## src/rtl/ctrl_pkg.sv

```systemverilog
// Shared encodings for the multicycle controller: FSM states, opcode map,
// ALU/write-back/PC-source codes and the per-opcode class table.
package ctrl_pkg;

  typedef enum logic [2:0] {
    ST_FETCH,
    ST_DECODE,
    ST_EXEC,
    ST_MEM,
    ST_WB,
    ST_TRAP,
    ST_HALTED
  } state_t;

  localparam int unsigned OPC_STORE   = 0;
  localparam int unsigned OPC_SETI    = 1;
  localparam int unsigned OPC_LOAD    = 2;
  localparam int unsigned OPC_COMPARE = 3;
  localparam int unsigned OPC_JUMP    = 4;
  localparam int unsigned OPC_INC     = 5;
  localparam int unsigned OPC_BRANCH  = 6;
  localparam int unsigned OPC_STOREI  = 7;
  localparam int unsigned OPC_RSV8    = 8;
  localparam int unsigned OPC_RSV9    = 9;
  localparam int unsigned OPC_RSV10   = 10;
  localparam int unsigned OPC_RSV11   = 11;
  localparam int unsigned OPC_RSV12   = 12;
  localparam int unsigned OPC_RSV13   = 13;
  localparam int unsigned OPC_RSV14   = 14;
  localparam int unsigned OPC_HALT    = 15;

  localparam int ALU_ADD  = 0;
  localparam int ALU_SUB  = 1;
  localparam int ALU_CMP  = 2;
  localparam int ALU_PASS = 3;

  localparam logic [1:0] WB_ALU = 2'd0;
  localparam logic [1:0] WB_IMM = 2'd1;
  localparam logic [1:0] WB_MEM = 2'd2;
  localparam logic [1:0] WB_PC1 = 2'd3;

  localparam logic [1:0] PC_NEXT   = 2'd0;
  localparam logic [1:0] PC_BRANCH = 2'd1;
  localparam logic [1:0] PC_REG    = 2'd2;
  localparam logic [1:0] PC_TRAP   = 2'd3;

  typedef struct packed {
    logic rd1;
    logic rd2;
    logic writes;
    logic mem;
    logic mem_we;
    logic branch;
    logic jump;
    logic illegal;
    logic halt;
  } op_class_t;

  // Anything not listed (the reserved block) classifies as illegal.
  function automatic op_class_t class_of(input int unsigned opc);
    op_class_t c;
    c = '0;
    case (opc)
      OPC_STORE:   begin c.rd1 = 1'b1; c.rd2 = 1'b1; c.mem = 1'b1; c.mem_we = 1'b1; end
      OPC_SETI:    c.writes = 1'b1;
      OPC_LOAD:    begin c.rd1 = 1'b1; c.writes = 1'b1; c.mem = 1'b1; end
      OPC_COMPARE: begin c.rd1 = 1'b1; c.rd2 = 1'b1; c.writes = 1'b1; end
      OPC_JUMP:    begin c.rd1 = 1'b1; c.jump = 1'b1; end
      OPC_INC:     begin c.rd1 = 1'b1; c.writes = 1'b1; end
      OPC_BRANCH:  begin c.rd1 = 1'b1; c.rd2 = 1'b1; c.branch = 1'b1; end
      OPC_STOREI:  begin c.rd1 = 1'b1; c.mem = 1'b1; c.mem_we = 1'b1; end
      OPC_HALT:    c.halt = 1'b1;
      default:     c.illegal = 1'b1;
    endcase
    return c;
  endfunction

endpackage

```

## src/rtl/op_classify.sv

```systemverilog
// Combinational opcode/function decode into class flags, ALU op,
// write-back source and jump target select.
module op_classify #(
  parameter int OPC_W   = 4,
  parameter int FUNC_W  = 5,
  parameter int ALUOP_W = 3
) (
  input  logic [OPC_W-1:0]   i_opc,
  input  logic [FUNC_W-1:0]  i_func,
  output logic               o_rd1,
  output logic               o_rd2,
  output logic               o_writes,
  output logic               o_mem,
  output logic               o_mem_we,
  output logic               o_branch,
  output logic               o_jump_load,
  output logic [1:0]         o_jump_sel,
  output logic               o_illegal,
  output logic               o_halt,
  output logic [ALUOP_W-1:0] o_alu_op,
  output logic [1:0]         o_wb_sel
);
  import ctrl_pkg::*;

  op_class_t w_cls;
  logic      w_func_zero;

  always_comb begin
    w_cls       = class_of(32'(i_opc));
    w_func_zero = (i_func == '0);

    o_rd1       = w_cls.rd1;
    o_rd2       = w_cls.rd2;
    o_mem       = w_cls.mem;
    o_mem_we    = w_cls.mem_we;
    o_branch    = w_cls.branch;
    o_illegal   = w_cls.illegal;
    o_halt      = w_cls.halt;
    // Jump func 0 is the link form: it writes PC+1 instead of redirecting.
    o_writes    = w_cls.writes | (w_cls.jump & w_func_zero);
    o_jump_load = w_cls.jump & ((i_func == FUNC_W'(1)) | (i_func == FUNC_W'(2)));
    o_jump_sel  = (i_func == FUNC_W'(2)) ? PC_REG : PC_BRANCH;

    o_alu_op = ALUOP_W'(ALU_ADD);
    o_wb_sel = WB_ALU;
    case (32'(i_opc))
      OPC_SETI:    begin o_alu_op = ALUOP_W'(ALU_PASS); o_wb_sel = WB_IMM; end
      OPC_LOAD:    o_wb_sel = WB_MEM;
      OPC_COMPARE: o_alu_op = ALUOP_W'(ALU_CMP);
      OPC_JUMP:    begin o_alu_op = ALUOP_W'(ALU_PASS); o_wb_sel = WB_PC1; end
      OPC_INC:     o_alu_op = w_func_zero ? ALUOP_W'(ALU_ADD) : ALUOP_W'(ALU_SUB);
      OPC_BRANCH:  o_alu_op = ALUOP_W'(ALU_SUB);
      default:     ;
    endcase
  end

endmodule

```

## src/rtl/multicycle_control.sv

```systemverilog
// Multicycle instruction sequencer: FETCH/DECODE/EXEC/MEM/WB with memory
// handshake and timeout, illegal-opcode trap, HALT and retired counter.
module multicycle_control #(
  parameter int INSTR_W     = 10,
  parameter int OPC_W       = 4,
  parameter int FUNC_W      = 5,
  parameter int ALUOP_W     = 3,
  parameter int MEM_TIMEOUT = 15,
  parameter int RETIRE_W    = 16
) (
  input  logic                clk,
  input  logic                rst,
  input  logic                i_instr_valid,
  input  logic [INSTR_W-1:0]  i_instr,
  output logic                o_instr_ready,
  input  logic                i_alu_zero,
  input  logic                i_mem_ack,
  output logic                o_mem_req,
  output logic                o_mem_we,
  output logic                o_reg_rd1_en,
  output logic                o_reg_rd2_en,
  output logic                o_reg_we,
  output logic [1:0]          o_wb_sel,
  output logic [ALUOP_W-1:0]  o_alu_op,
  output logic                o_pc_load,
  output logic [1:0]          o_pc_sel,
  output logic                o_trap,
  output logic                o_halted,
  output logic [RETIRE_W-1:0] o_retired
);
  import ctrl_pkg::*;

  localparam int              CNT_W     = $clog2(MEM_TIMEOUT + 1);
  localparam logic [CNT_W-1:0] CNT_LIMIT = CNT_W'(MEM_TIMEOUT - 1);

  state_t               r_state;
  state_t               w_state_next;
  logic [OPC_W-1:0]     r_opc;
  logic [FUNC_W-1:0]    r_func;
  logic [OPC_W-1:0]     w_opc;
  logic [FUNC_W-1:0]    w_func;
  logic [CNT_W-1:0]     r_cnt;
  logic [RETIRE_W-1:0]  r_retired;
  logic                 r_mem_req, r_mem_we, r_rd1_en, r_rd2_en, r_reg_we;
  logic                 r_trap, r_halted;
  logic [1:0]           r_wb_sel;
  logic [ALUOP_W-1:0]   r_alu_op;
  logic                 w_pc_load;
  logic [1:0]           w_pc_sel;
  logic                 w_retire;
  logic                 w_unused_lsb;

  logic                 w_rd1, w_rd2, w_writes, w_mem, w_mem_we, w_branch;
  logic                 w_jump_load, w_illegal, w_halt;
  logic [1:0]           w_jump_sel, w_wb_sel;
  logic [ALUOP_W-1:0]   w_alu_op;

  // In FETCH the incoming word is classified so DECODE's read enables can
  // be registered; afterwards the latched fields drive the decode.
  assign w_opc        = (r_state == ST_FETCH) ? i_instr[INSTR_W-1 -: OPC_W] : r_opc;
  assign w_func       = (r_state == ST_FETCH) ? i_instr[FUNC_W:1] : r_func;
  assign w_unused_lsb = i_instr[0];

  op_classify #(
    .OPC_W   (OPC_W),
    .FUNC_W  (FUNC_W),
    .ALUOP_W (ALUOP_W)
  ) u_classify (
    .i_opc       (w_opc),
    .i_func      (w_func),
    .o_rd1       (w_rd1),
    .o_rd2       (w_rd2),
    .o_writes    (w_writes),
    .o_mem       (w_mem),
    .o_mem_we    (w_mem_we),
    .o_branch    (w_branch),
    .o_jump_load (w_jump_load),
    .o_jump_sel  (w_jump_sel),
    .o_illegal   (w_illegal),
    .o_halt      (w_halt),
    .o_alu_op    (w_alu_op),
    .o_wb_sel    (w_wb_sel)
  );

  // pc_load is decided in the same cycle as alu_zero / mem_ack arrive, so
  // it is decoded from the registered state rather than registered itself.
  always_comb begin
    w_state_next = r_state;
    w_pc_load    = 1'b0;
    w_pc_sel     = PC_NEXT;
    case (r_state)
      ST_FETCH:  if (i_instr_valid) w_state_next = ST_DECODE;
      ST_DECODE: begin
        if (w_halt)         w_state_next = ST_HALTED;
        else if (w_illegal) w_state_next = ST_TRAP;
        else                w_state_next = ST_EXEC;
      end
      ST_EXEC: begin
        if (w_mem)         w_state_next = ST_MEM;
        else if (w_writes) w_state_next = ST_WB;
        else begin
          w_state_next = ST_FETCH;
          w_pc_load    = 1'b1;
          if (w_branch && i_alu_zero) w_pc_sel = PC_BRANCH;
          else if (w_jump_load)       w_pc_sel = w_jump_sel;
        end
      end
      ST_MEM: begin
        if (i_mem_ack) begin
          if (w_mem_we) begin
            w_state_next = ST_FETCH;
            w_pc_load    = 1'b1;
          end else begin
            w_state_next = ST_WB;
          end
        end else if (r_cnt == CNT_LIMIT) begin
          w_state_next = ST_TRAP;
        end
      end
      ST_WB: begin
        w_state_next = ST_FETCH;
        w_pc_load    = 1'b1;
      end
      ST_TRAP: begin
        w_state_next = ST_FETCH;
        w_pc_load    = 1'b1;
        w_pc_sel     = PC_TRAP;
      end
      ST_HALTED: w_state_next = ST_HALTED;
      default:   w_state_next = ST_FETCH;
    endcase
  end

  assign w_retire = (w_state_next == ST_FETCH) &&
                    ((r_state == ST_EXEC) || (r_state == ST_MEM) || (r_state == ST_WB));

  always_ff @(posedge clk) begin
    if (rst) begin
      r_state   <= ST_FETCH;
      r_opc     <= '0;
      r_func    <= '0;
      r_cnt     <= '0;
      r_retired <= '0;
      r_mem_req <= 1'b0;
      r_mem_we  <= 1'b0;
      r_rd1_en  <= 1'b0;
      r_rd2_en  <= 1'b0;
      r_reg_we  <= 1'b0;
      r_wb_sel  <= WB_ALU;
      r_alu_op  <= '0;
      r_trap    <= 1'b0;
      r_halted  <= 1'b0;
    end else begin
      r_state <= w_state_next;
      if ((r_state == ST_FETCH) && i_instr_valid) begin
        r_opc  <= i_instr[INSTR_W-1 -: OPC_W];
        r_func <= i_instr[FUNC_W:1];
      end
      // Outputs are registered for the state being entered.
      r_rd1_en  <= (w_state_next == ST_DECODE) && w_rd1;
      r_rd2_en  <= (w_state_next == ST_DECODE) && w_rd2;
      r_alu_op  <= (w_state_next == ST_EXEC) ? w_alu_op : '0;
      r_mem_req <= (w_state_next == ST_MEM);
      r_mem_we  <= (w_state_next == ST_MEM) && w_mem_we;
      r_reg_we  <= (w_state_next == ST_WB);
      r_wb_sel  <= (w_state_next == ST_WB) ? w_wb_sel : WB_ALU;
      if ((r_state == ST_MEM) && (w_state_next == ST_MEM)) r_cnt <= r_cnt + 1'b1;
      else                                                 r_cnt <= '0;
      if (w_state_next == ST_TRAP)   r_trap   <= 1'b1;
      if (w_state_next == ST_HALTED) r_halted <= 1'b1;
      if (w_retire)                  r_retired <= r_retired + 1'b1;
    end
  end

  assign o_instr_ready = (r_state == ST_FETCH);
  assign o_mem_req     = r_mem_req;
  assign o_mem_we      = r_mem_we;
  assign o_reg_rd1_en  = r_rd1_en;
  assign o_reg_rd2_en  = r_rd2_en;
  assign o_reg_we      = r_reg_we;
  assign o_wb_sel      = r_wb_sel;
  assign o_alu_op      = r_alu_op;
  assign o_pc_load     = w_pc_load;
  assign o_pc_sel      = w_pc_sel;
  assign o_trap        = r_trap;
  assign o_halted      = r_halted;
  assign o_retired     = r_retired;

endmodule

```

## config.mk

```make
export PLATFORM = sky130hd
export DESIGN_NAME = multicycle_control
export DESIGN_NICKNAME = d
export VERILOG_FILES = /design/src/rtl/ctrl_pkg.sv /design/src/rtl/op_classify.sv /design/src/rtl/multicycle_control.sv
export SDC_FILE = /design/constraint.sdc
export NUM_CORES = 1
export LEC_CHECK = 0
export ABC_AREA = 1
export CORE_MARGIN = 3
export CORE_UTILIZATION = 51
export DETAILED_ROUTE_END_ITERATION = 16
export GPL_TIMING_DRIVEN = 0
export PLACE_DENSITY_LB_ADDON = 0.08
export SETUP_SLACK_MARGIN = 0.05
export SLEW_MARGIN = 20
export SYNTH_ARGS = -nofsm -noshare
export SYNTH_HDL_FRONTEND = slang
export SYNTH_SLANG_ARGS = --single-unit
```

## constraint.sdc

```tcl
create_clock -name clk -period 2.3 [get_ports clk]
set_input_delay 0.575 -clock clk [delete_from_list [all_inputs] [get_ports clk]]
set_output_delay 0.575 -clock clk [all_outputs]
set_load 0.02 [all_outputs]
```

==> summary.md <==
| Metric | Value |
|---|---|
| Status | complete, but fails checks |
| Failing checks | negative setup slack |
| Antenna violations before repair | 0 |
| Reg2Reg Depth | 15 |
| Area of the mapped netlist | about 2300 um2 |
| Async set-reset flop share out of synthesis | 0% |
| Placeable Area | around 4400 um2 |
| Syn nets | between 300 and 400 |
| Sequential power share | about two fifths |
| Startpoint types | register |
| Root Buffer | clkbuf_8 |
| RePlAce Congestion | 0.934 |
| Total power draw | between 2000 and 2500 uW |
| Number of synthesized register bits | 43 |
| Most used DFF post-synth | dfxtp_1 |
| # fillers | about 320 |
| DR vias | around 2600 |
| Max VDD drop | 0.463 mV |
| Synth warn | 0 |
| Max Cap Viol | 0 |
| H-tree Lvls | 2 |
| Unrepaired setup endpoints after global routing | yes |
| Post-DRT Antenna Nets | 0 |
| # IOs | 47 |
| Worst Path Arrival | 2.06 ns |
| Initial DRC count | 331 |
| Post-Route WL | roughly 7300 um |
| DP HPWL | between 4000 and 5000 um |
| Die Width | ~74 um |
| PortBufs | 44 |
| Initial core utilization | between 50% and 60% |
| Vias in the first global route | 2445 |
| Comb pwr share | a little under two fifths |
| Top cells by area, synth | dfxtp_1 (37%), nand2_1 (11%), a21oi_1 (5.8%), nand3_1 (5.1%), nand4_1 (5.1%) |
| Most frequent cells in the layout | nand2_1 (56), dfxtp_1 (40), clkdlybuf4s50_1 (33) |
| Fmax achieved | ~0.38 GHz |
| Clock network power share | approximately a quarter |
| CTS tree | yes |
| Worst-skew pair later-pin latency | around 0.30 ns |
| Switching Share | between 30% and 40% |
| Final setup fails | 27 |
| PD cells | roughly 600 nW/um2 |
| GR Overflow Total | 0 |
| Worst slew margin | ~55% |
| Reg clk slew, reported paths | ~0.090 ns |
| Final period util | 114% |
| Die footprint | roughly 5400 um2 |
| Fin cells | about 460 |
| Mapped Cells | between 300 and 400 |
| CTS buffer count | 5 |
| # nets final | about 420 |
| WP data required | around 1.7 ns |
| First-pass GRT wire length | approximately 11000 um |
| Int Power | ~1300 uW |
| Rows | 24 |
| Area delta synth->final | 46.3% |
| Synth unique cells | 35 |
| WL/cell | approximately 16 um |
| Top-area cell type share of the netlist area | 36.7% |
| Drt pass-1 iters | 5 |
| Worst-Margin Slew | roughly 0.67 ns |
| Largest area contributor in the netlist | dfxtp_1 |
| Clock Tree Buf Depth | 2 |
| EDFF count, synth | 0 |
| CP max FO | 5 |
| Critical Path Sink Type | primary output |
| Placed Cells | 421 |
| Most common cell after layout, fill and taps aside | nand2_1 |
| Die height | between 70 and 80 um |
| Worst setup margin | -0.332 ns |
| Skew final | 0.00708 ns |
| Pin count of the biggest net entering global routing | 14 |
| Leak | 0.00140 uW |
| Min Tclk post-route | roughly 2.6 ns |
| Share of layout cells above drive strength 1 | between 20% and 30% |
| Avg Inst Size Synth | between 7 and 8 um2 |
| Sequential-to-total area share from yosys stat | a little under two fifths |
| # diodes | 0 |
| Total track usage | 26.3% |
| Psw | 747 uW |
| Drt via density | 5.72 |
| Hold Slack | around 0.46 ns |
| Worst setup path category | register to primary output |
| Worst min path class | register to register |
| Hold Path Cell Cnt | 2 |
| # DRC | 0 |
| Hold Vio Cnt, Final | 0 |
| Sink Count | 43 |
| Max-slew violation count | 0 |
[worst max-delay path: stages, from the launching register on]
cell and delay, ns:
dfxtp_4 0.36, nor2_4 0.15, nand2_4 0.10, buf_8 0.14
o21ai_1 0.23, inv_1 0.15, nor3_2 0.21, a22oi_1 0.12
o21ai_1 0.13, buf_4 0.16
[cells in the mapped netlist (7+ instances only)]
cell / instances
nor3_1: 7
nor2_1: 31
nand3_1: 24
nand4_1: 19
nand2_1: 67
nand2_2: 10
a21oi_1: 27
xor2_1: 11
dfxtp_1: 43
inv_1: 28
[path summary, 6_finish.rpt]
| check | start | to | slack, ns |
|---|---|---|---|
| max | r_state[0] | o_pc_sel[0] | -0.33 |
| min | r_func[1] | r_func[1] | 0.46 |
| max reg2reg | r_state[0] | o_halted | -0.29 |
| min reg2reg | r_func[1] | r_func[1] | 0.46 |
[registers in the layout, indices dropped and copies added, names as in the netlist]
name	count
o_reg_rd2_en	1
o_reg_rd1_en	1
o_retired	16
o_trap	1
o_mem_req	1
o_alu_op	2
r_opc	4
r_cnt	4
r_func	5
o_halted	1
o_reg_we	1
r_state	3
o_wb_sel	2
o_mem_we	1
[stage by stage]
stage / utilization [%] / area, um2 / setup slack (ns) / setup TNS, ns
2_1_floorplan: - / 2340 / 0.0653 / 0
3_3_place_gp: 65.0 / 2850 / -0.967 / -8.91
3_5_place_dp: 65.0 / 2850 / -0.962 / -9.87
4_1_cts: 75.7 / 3320 / -0.198 / -1.39
5_1_grt: 78.2 / 3430 / -0.411 / -6.95
6_report: 78.2 / 3430 / -0.332 / -4.69
[cell families (layout without fill, tap and decap cells)]
kind of cell / after synthesis / in the layout / share of synthesized area [%]
compound gates: 45 / 45 / 10.9
flops: 43 / 43 / 36.7
buf+inv: 42 / 123 / 8.22
simple gates: 175 / 175 / 36.4
fa+ha+maj: 3 / 3 / 1.60
other cells: 1 / 1 / 0.160
xor+xnor: 16 / 16 / 5.98
[what timing repair did]
| item | CTS | global route |
|---|---|---|
| hold buffers | 0 | 0 |
| pin swaps | 23 | 5 |
| hold endpoints to repair | 0 | 0 |
| resized for setup | 72 | 16 |
| setup endpoints to repair | 18 | 27 |
| gates cloned | 2 | 0 |
| setup buffers | 20 | 7 |
[layout make-up]
class,instances,area (um2),area share [%]
inverters,31,131,3.83
clock buffers,6,72.6,2.12
multi-input cells,240,1460,42.7
clock inverters,2,12.5,0.365
repair buffers,73,726,21.2
flip-flops and latches,43,870,25.4
well taps,52,65.1,1.90
plain buffers,11,87.6,2.55
[layer usage]
metal	vias to the layer above	wire length (um)	share of wire (%)	GRT usage (%)
li1	1245	-	-	-
met1	1229	3150	43	34.6
met2	128	3520	48	43.6
met3	20	481	6.6	5.06
met4	0	160	2.2	7.04
met5	-	0	0	0
[power by group through the flow]
stage / logic [uW] / clock network, uW / registers, uW
after floorplan: 329 / 0 / 819
after global placement: 464 / 0 / 811
after detailed placement: 471 / 0 / 812
after CTS: 679 / 489 / 796
after global routing: 811 / 514 / 799
final: 767 / 486 / 797
Note: power is estimated with default switching activity, not from simulation.
